### src/rtl/bus_arbiter.sv
// Round-robin shared-bus arbiter: grants one master at a time, muxes its
// transfer onto the slave port, returns ack/rdata and aborts stalled transfers.
module bus_arbiter #(
    parameter int N_MASTERS = 2,
    parameter int TIMEOUT   = 255
) (
    input  logic                   i_CLK,
    input  logic                   i_RSTn,
    input  logic [N_MASTERS-1:0]   i_M_REQ,
    input  logic [N_MASTERS-1:0]   i_M_WE,
    input  logic [N_MASTERS-1:0]   i_M_RE,
    input  logic [2*N_MASTERS-1:0] i_M_HB,
    input  logic [32*N_MASTERS-1:0] i_M_ADDR,
    input  logic [32*N_MASTERS-1:0] i_M_WDATA,
    output logic [N_MASTERS-1:0]   o_M_GNT,
    output logic [N_MASTERS-1:0]   o_M_ACK,
    output logic                   o_M_ERR,
    output logic [31:0]            o_M_RDATA,
    output logic [31:0]            o_S_ADDR,
    output logic [31:0]            o_S_WDATA,
    output logic                   o_S_WE,
    output logic                   o_S_RE,
    output logic [1:0]             o_S_HB,
    input  logic [31:0]            i_S_RDATA,
    input  logic                   i_S_ACK
);

    localparam int OW = $clog2(N_MASTERS);
    // A disabled watchdog still needs a 1-bit counter to stay legal.
    localparam int WW = (TIMEOUT > 0) ? $clog2(TIMEOUT + 1) : 1;
    localparam int WD_LAST_I = (TIMEOUT > 0) ? TIMEOUT - 1 : 0;
    localparam logic [WW-1:0] WD_LAST = WD_LAST_I[WW-1:0];
    localparam logic [OW:0] N_EXT = (OW + 1)'(N_MASTERS);

    typedef enum logic [1:0] {
        S_IDLE,
        S_BUSY,
        S_DONE
    } state_t;

    state_t        r_state;
    state_t        w_next;
    logic [OW-1:0] r_owner;
    logic [OW-1:0] r_rr_ptr;
    logic [WW-1:0] r_wd_cnt;
    logic          r_err;
    logic [31:0]   r_rdata;

    logic [OW-1:0] w_pick;
    logic          w_found;
    logic [OW:0]   w_sum;
    logic [OW:0]   w_inc;
    logic [OW-1:0] w_owner_inc;
    logic          w_any_req;
    logic          w_own_req;
    logic          w_own_we;
    logic          w_own_re;
    logic          w_is_read;
    logic          w_wd_hit;

    logic [31:0]   w_addr  [N_MASTERS];
    logic [31:0]   w_wdata [N_MASTERS];
    logic [1:0]    w_hb    [N_MASTERS];

    // Split the packed per-master buses into indexable arrays.
    for (genvar g = 0; g < N_MASTERS; g++) begin : g_unpack
        assign w_addr[g]  = i_M_ADDR[32*g +: 32];
        assign w_wdata[g] = i_M_WDATA[32*g +: 32];
        assign w_hb[g]    = i_M_HB[2*g +: 2];
    end

    assign w_any_req = |i_M_REQ;
    assign w_own_req = i_M_REQ[r_owner];
    assign w_own_we  = i_M_WE[r_owner];
    assign w_own_re  = i_M_RE[r_owner];
    // Write wins when a master raises both strobes.
    assign w_is_read = w_own_re & ~w_own_we;
    assign w_wd_hit  = (TIMEOUT != 0) && (r_wd_cnt == WD_LAST);

    // Search upward from the round-robin pointer for the first requester.
    always_comb begin
        w_pick  = r_rr_ptr;
        w_found = 1'b0;
        w_sum   = '0;
        for (int k = 0; k < N_MASTERS; k++) begin
            w_sum = {1'b0, r_rr_ptr} + (OW + 1)'(k);
            if (w_sum >= N_EXT) begin
                w_sum = w_sum - N_EXT;
            end
            if (!w_found && i_M_REQ[w_sum[OW-1:0]]) begin
                w_pick  = w_sum[OW-1:0];
                w_found = 1'b1;
            end
        end
    end

    // Pointer value that follows the current owner, wrapping at N_MASTERS.
    always_comb begin
        w_inc = {1'b0, r_owner} + (OW + 1)'(1);
        if (w_inc >= N_EXT) begin
            w_inc = '0;
        end
        w_owner_inc = w_inc[OW-1:0];
    end

    // State register.
    always_ff @(posedge i_CLK) begin
        if (!i_RSTn) begin
            r_state <= S_IDLE;
        end else begin
            r_state <= w_next;
        end
    end

    // Next-state decode and all bus-facing outputs.
    always_comb begin
        w_next    = r_state;
        o_M_GNT   = '0;
        o_M_ACK   = '0;
        o_M_ERR   = 1'b0;
        o_S_ADDR  = '0;
        o_S_WDATA = '0;
        o_S_WE    = 1'b0;
        o_S_RE    = 1'b0;
        o_S_HB    = '0;
        unique case (r_state)
            S_IDLE: begin
                if (w_any_req) begin
                    w_next = S_BUSY;
                end
            end
            S_BUSY: begin
                o_M_GNT   = N_MASTERS'(1) << r_owner;
                o_S_ADDR  = w_addr[r_owner];
                o_S_WDATA = w_wdata[r_owner];
                o_S_HB    = w_hb[r_owner];
                o_S_WE    = w_own_we;
                o_S_RE    = w_is_read;
                if (i_S_ACK) begin
                    w_next = S_DONE;
                end else if (!w_own_req) begin
                    w_next = S_IDLE;
                end else if (w_wd_hit) begin
                    w_next = S_DONE;
                end
            end
            S_DONE: begin
                o_M_ACK = N_MASTERS'(1) << r_owner;
                o_M_ERR = r_err;
                w_next  = S_IDLE;
            end
            default: begin
                w_next = S_IDLE;
            end
        endcase
    end

    // Owner, pointer, watchdog, error flag and read-data capture.
    always_ff @(posedge i_CLK) begin
        if (!i_RSTn) begin
            r_owner  <= '0;
            r_rr_ptr <= '0;
            r_wd_cnt <= '0;
            r_err    <= 1'b0;
            r_rdata  <= '0;
        end else begin
            unique case (r_state)
                S_IDLE: begin
                    if (w_any_req) begin
                        r_owner  <= w_pick;
                        r_wd_cnt <= '0;
                    end
                end
                S_BUSY: begin
                    if (i_S_ACK) begin
                        if (w_is_read) begin
                            r_rdata <= i_S_RDATA;
                        end
                        r_err <= 1'b0;
                    end else if (!w_own_req) begin
                        r_err <= r_err;
                    end else if (w_wd_hit) begin
                        r_err <= 1'b1;
                    end else begin
                        r_wd_cnt <= r_wd_cnt + WW'(1);
                    end
                end
                S_DONE: begin
                    r_rr_ptr <= w_owner_inc;
                end
                default: begin
                    r_err <= r_err;
                end
            endcase
        end
    end

    assign o_M_RDATA = r_rdata;

endmodule
### config.mk
export PLATFORM = sky130hd
export DESIGN_NAME = bus_arbiter
export DESIGN_NICKNAME = d
export VERILOG_FILES = /design/src/rtl/bus_arbiter.sv
export SDC_FILE = /design/constraint.sdc
export NUM_CORES = 1
export LEC_CHECK = 0
export ABC_AREA = 0
export CORE_AREA = 2 2 109 111
export CTS_CLUSTER_DIAMETER = 80
export DETAILED_ROUTE_END_ITERATION = 10
export DIE_AREA = 0 0 111 113
export PLACE_DENSITY = 0.81
export RECOVER_POWER = 25
export SYNTH_ARGS = -nofsm -noshare
export SYNTH_HDL_FRONTEND = slang
export SYNTH_SLANG_ARGS = --single-unit
### constraint.sdc
create_clock -name i_CLK -period 2.8 [get_ports i_CLK]
set_input_delay 0.56 -clock i_CLK [delete_from_list [all_inputs] [get_ports i_CLK]]
set_output_delay 0.56 -clock i_CLK [all_outputs]
set_load 0.005 [all_outputs]
==> metrics.txt <==
# TYPE chip_impl_metric gauge
chip_impl_metric{name="synthesis.yosys.warnings",unit=""} 0
chip_impl_info{name="busiest_layer",value="met2"} 1
chip_impl_metric{name="syn_inst",unit=""} 383
chip_impl_metric{name="switchingPower",unit="W"} 0.000507
chip_impl_metric{name="synth-edff-count",unit=""} 0
chip_impl_metric{name="hold_buffers",unit=""} 0
chip_impl_metric{name="tritoncts.num_buffers",unit=""} 5
chip_impl_info{name="path_cells",value="clkdlybuf4s50_1 > inv_1 > o32ai_1 > buf_4 > and2_1 > clkdlybuf4s50_1"} 1
chip_impl_metric{name="number_of_design_rule_violations_left_by_the_first_detailed_router_iteration",unit=""} 152
chip_impl_metric{name="max-cap-violations",unit=""} 0
chip_impl_metric{name="pwr-share-seq",unit=""} 0.345
chip_impl_metric{name="worst_slack",unit="ns"} 0.122
chip_impl_info{name="path_class",value="in -> out"} 1
chip_impl_metric{name="route.final.wire_length",unit="um"} 11900
chip_impl_metric{name="fin_nets",unit=""} 825
chip_impl_metric{name="grt_overflow_total",unit=""} 0
chip_impl_metric{name="cp.required",unit="ns"} 2.24
chip_impl_metric{name="power_report.internal_total",unit="W"} 0.00144
chip_impl_metric{name="clk_pin_slew",unit="ns"} 0.06
chip_impl_metric{name="max_clock_freq",unit="MHz"} 373
chip_impl_metric{name="io_pins",unit=""} 278
chip_impl_info{name="synth_top_flop_cell",value="sky130_fd_sc_hd__dfxtp_1"} 1
chip_impl_metric{name="cts_repair_resize_count",unit=""} 0
chip_impl_metric{name="antenna_found_initial",unit=""} 0
chip_impl_metric{name="dp.cells",unit=""} 786
chip_impl_metric{name="synth.ff_latch_count",unit=""} 45
chip_impl_metric{name="netSwitchingFraction",unit=""} 0.261
chip_impl_metric{name="p_leak",unit="nW"} 2.16
chip_impl_metric{name="row_count",unit=""} 39
chip_impl_metric{name="arrival",unit="ns"} 2.12
chip_impl_info{name="worst_path_dominant_cell_family",value="buffers and inverters"} 1
chip_impl_metric{name="comb_power_share",unit=""} 0.361
chip_impl_info{name="worst_setup_ep_type",value="primary output"} 1
chip_impl_info{name="library_cell_with_the_largest_summed_area_after_synthesis",value="sky130_fd_sc_hd__dfxtp_1"} 1
chip_impl_info{name="crit_slowest_cell",value="sky130_fd_sc_hd__clkdlybuf4s50_1"} 1
chip_impl_info{name="status",value="complete, no violations"} 1
chip_impl_metric{name="portion_of_synthesized_cell_area_occupied_by_the_leading_cell_type",unit=""} 0.323
chip_impl_info{name="ranking_of_synthesized_cells_by_instance_count",value="79 x sky130_fd_sc_hd__nor2_1, 74 x sky130_fd_sc_hd__nand2_1, 68 x sky130_fd_sc_hd__mux2i_1"} 1
chip_impl_metric{name="fillers",unit=""} 1037
chip_impl_metric{name="path_buf_inv",unit=""} 4
chip_impl_metric{name="route.detailed.drc",unit=""} 0
chip_impl_info{name="timing.critical_path.from_type",value="input pin"} 1
chip_impl_metric{name="grt_pass1_vias",unit=""} 3685
chip_impl_metric{name="p_per_area",unit="mW/mm2"} 330
chip_impl_metric{name="gp_congestion",unit=""} 0.850
chip_impl_metric{name="routedWlPerCell",unit="um"} 15.0
chip_impl_metric{name="number_of_buffers_inserted_by_port_buffering",unit=""} 277
chip_impl_metric{name="postSynthAreaPerCell",unit="um2"} 7.29
chip_impl_metric{name="hold_violations",unit=""} 0
chip_impl_metric{name="grt_pass1_wl",unit="um"} 18600
chip_impl_metric{name="areaGrowthSynthToFinish",unit="%"} 111
chip_impl_metric{name="synth.yosys.seq_area_share",unit=""} 0.323
chip_impl_metric{name="groute.usage.overall",unit=""} 0.183
chip_impl_metric{name="worst_skew_pair.late_latency",unit="ns"} 0.28
chip_impl_metric{name="worstMarginPinSlew",unit="ns"} 0.644
chip_impl_metric{name="yosys.cell_types.count",unit=""} 31
chip_impl_metric{name="fin_worst_skew",unit="ns"} 0.00856
chip_impl_metric{name="async_flop_share",unit=""} 0
chip_impl_metric{name="die_width",unit="um"} 111
chip_impl_metric{name="detailed_place_hpwl",unit="um"} 10300
chip_impl_metric{name="layout-drive-gt1-share",unit=""} 0.0353
chip_impl_metric{name="cts.repair_timing.setup_buffer_count",unit=""} 0
chip_impl_metric{name="fp.dieH",unit="um"} 113
chip_impl_metric{name="slew_headroom",unit=""} 0.571
chip_impl_info{name="min-delay-path-class",value="reg -> reg"} 1
chip_impl_metric{name="cp_slowest_stage_delay",unit="ns"} 0.52
chip_impl_info{name="unrepaired_setup_endpoints_after_global_routing",value="no"} 1
chip_impl_info{name="tritoncts",value="built"} 1
chip_impl_metric{name="use_met3",unit=""} 0.0482
chip_impl_metric{name="use_met2",unit=""} 0.350
chip_impl_metric{name="groute.layer.met1.usage",unit=""} 0.192
chip_impl_metric{name="setup_tns",unit="ns"} 0
chip_impl_metric{name="route.detailed.vias_per_inst",unit=""} 4.52
chip_impl_metric{name="worst-path-max-fanout",unit=""} 3
chip_impl_metric{name="setup_failing_eps_final",unit=""} 0
chip_impl_info{name="post-synth-top-count-cell",value="sky130_fd_sc_hd__nor2_1"} 1
chip_impl_metric{name="tritoncts_num_sinks",unit=""} 45
chip_impl_metric{name="min_period_over_period",unit=""} 0.956
chip_impl_metric{name="finalCriticalPeriod",unit="ns"} 2.68
chip_impl_info{name="library_cell_appearing_most_often_on_the_critical_path",value="sky130_fd_sc_hd__clkdlybuf4s50_1"} 1
chip_impl_info{name="clock-root-buffer",value="sky130_fd_sc_hd__clkbuf_16"} 1
chip_impl_metric{name="layout.cells.non_filler",unit=""} 794
chip_impl_metric{name="drv_slew",unit=""} 0
chip_impl_metric{name="die_area",unit="mm2"} 0.0125
chip_impl_metric{name="detailedPlace.worstSlack",unit="ns"} 0.106
chip_impl_metric{name="grt_start_max_net_pins",unit=""} 69
chip_impl_metric{name="initial_cell_density_of_the_core",unit=""} 0.248
chip_impl_metric{name="synthesis.area",unit="mm2"} 0.00279
chip_impl_metric{name="cts-root-to-sink-buffers",unit=""} 2
chip_impl_metric{name="max-vdd-ir-drop",unit="V"} 0.000263
chip_impl_metric{name="ant_nets",unit=""} 0
chip_impl_metric{name="vias",unit=""} 3590
chip_impl_metric{name="num_antenna_cells",unit=""} 0
chip_impl_metric{name="first_pass_iters",unit=""} 4
chip_impl_metric{name="synth.net_count",unit=""} 558
chip_impl_info{name="synth_area_leaders",value="sky130_fd_sc_hd__dfxtp_1 32%, sky130_fd_sc_hd__mux2i_1 24%, sky130_fd_sc_hd__nor2_1 11%, sky130_fd_sc_hd__nand2_1 10%, sky130_fd_sc_hd__a21oi_1 6.6%"} 1
chip_impl_metric{name="core_region_area",unit="mm2"} 0.0113
chip_impl_metric{name="htreeDepth",unit=""} 2
chip_impl_metric{name="power.share.clock",unit=""} 0.294
## placed cells by master, fill, tap and decap left out, types with 2 or more instances in the layout
cell | netlist | final
sky130_fd_sc_hd__clkbuf_16 | 0 | 5
sky130_fd_sc_hd__nand3_1 | 6 | 6
sky130_fd_sc_hd__nor2b_1 | 4 | 3
sky130_fd_sc_hd__buf_4 | 1 | 7
sky130_fd_sc_hd__nor3_1 | 4 | 4
sky130_fd_sc_hd__buf_12 | 0 | 3
sky130_fd_sc_hd__or3_1 | 2 | 2
sky130_fd_sc_hd__nand4_1 | 2 | 2
sky130_fd_sc_hd__nor4_1 | 2 | 2
sky130_fd_sc_hd__nor2_1 | 79 | 79
sky130_fd_sc_hd__o21ai_0 | 7 | 7
sky130_fd_sc_hd__dlygate4sd3_1 | 0 | 33
sky130_fd_sc_hd__mux2i_1 | 68 | 68
sky130_fd_sc_hd__a31oi_1 | 2 | 2
sky130_fd_sc_hd__nand2_1 | 74 | 74
sky130_fd_sc_hd__ha_1 | 2 | 2
sky130_fd_sc_hd__inv_1 | 3 | 3
sky130_fd_sc_hd__and3_1 | 2 | 2
sky130_fd_sc_hd__a21oi_1 | 37 | 37
sky130_fd_sc_hd__dfxtp_1 | 45 | 44
sky130_fd_sc_hd__and2_1 | 4 | 4
sky130_fd_sc_hd__clkdlybuf4s50_1 | 0 | 244
## power by group through the flow
stage / combinational (W) / clock (W) / sequential [W]
final: 0.000703 / 0.000572 / 0.000671
after global routing: 0.000756 / 0.000618 / 0.000673
after CTS: 0.000717 / 0.000585 / 0.000671
after detailed placement: 0.000714 / 0 / 0.000685
after global placement: 0.000706 / 0 / 0.000684
after floorplan: 0.000242 / 0 / 0.000675
## area by class of cell
class                           count  area [um2]  share of cell area
Inverter                            3        11.3             0.00191
Timing Repair Buffer              289        2890               0.491
Clock inverter                      3        20.0             0.00340
Multi-Input combinational cell    306        1760               0.298
Tap cell                          143         179              0.0304
Sequential cell                    45         905               0.154
Clock buffer                        5         125              0.0212
## worst register-to-register path, stage by stage (launching register included)
cell and delay (ns):
sky130_fd_sc_hd__dfxtp_4 0.58, sky130_fd_sc_hd__mux2_1 0.25, sky130_fd_sc_hd__nand2_2 0.09, sky130_fd_sc_hd__o31a_1 0.31, sky130_fd_sc_hd__or3_1 0.33, sky130_fd_sc_hd__a21oi_1 0.14
## flip-flops by register name, indices dropped and copies added, names as in the netlist
| signal | cells |
|---|---|
| r_err | 1 |
| o_M_RDATA | 32 |
| r_wd_cnt | 8 |
| r_owner | 1 |
| r_rr_ptr | 1 |
| r_state | 2 |
## stage by stage
stage	hold WS, ns	total power (W)	util	cell area (um2)
final	0.450	0.00195	0.522	5890
after global placement	0.442	0.00139	0.510	5750
after CTS	0.456	0.00197	0.523	5900
after global routing	0.476	0.00205	0.522	5890
after floorplan	0.443	0.000917	-	2790
after detailed placement	0.447	0.00140	0.510	5750
## kinds of logic (layout without fill, tap and decap cells)
group | Yosys count | count (layout) | share of synthesized area
AO/OA/AOI/OAI | 52 | 52 | 0.101
flip-flops | 45 | 45 | 0.323
multiplexers | 69 | 69 | 0.248
AND/OR/NAND/NOR | 183 | 183 | 0.270
adder cells (fa/ha/maj) | 2 | 2 | 0.00897
buffers and inverters | 32 | 300 | 0.0498
## worst paths after layout
path	from	end	slack, ns	depth (start not counted)
worst max-delay path	i_M_RE[0]	o_S_RE	0.12	6
worst min-delay path	o_M_RDATA[2]	o_M_RDATA[2]	0.45	2
worst max register to register	r_owner	r_wd_cnt[1]	1.04	5
worst min register to register	o_M_RDATA[2]	o_M_RDATA[2]	0.45	2
## per-layer routing
metal  vias up  part of all wire
met5         -                 0
met3        19             0.086
met4         0             0.029
met2       179              0.51
met1      1573              0.37
li1       1819                 -
Power figures use the tool's default switching activity.
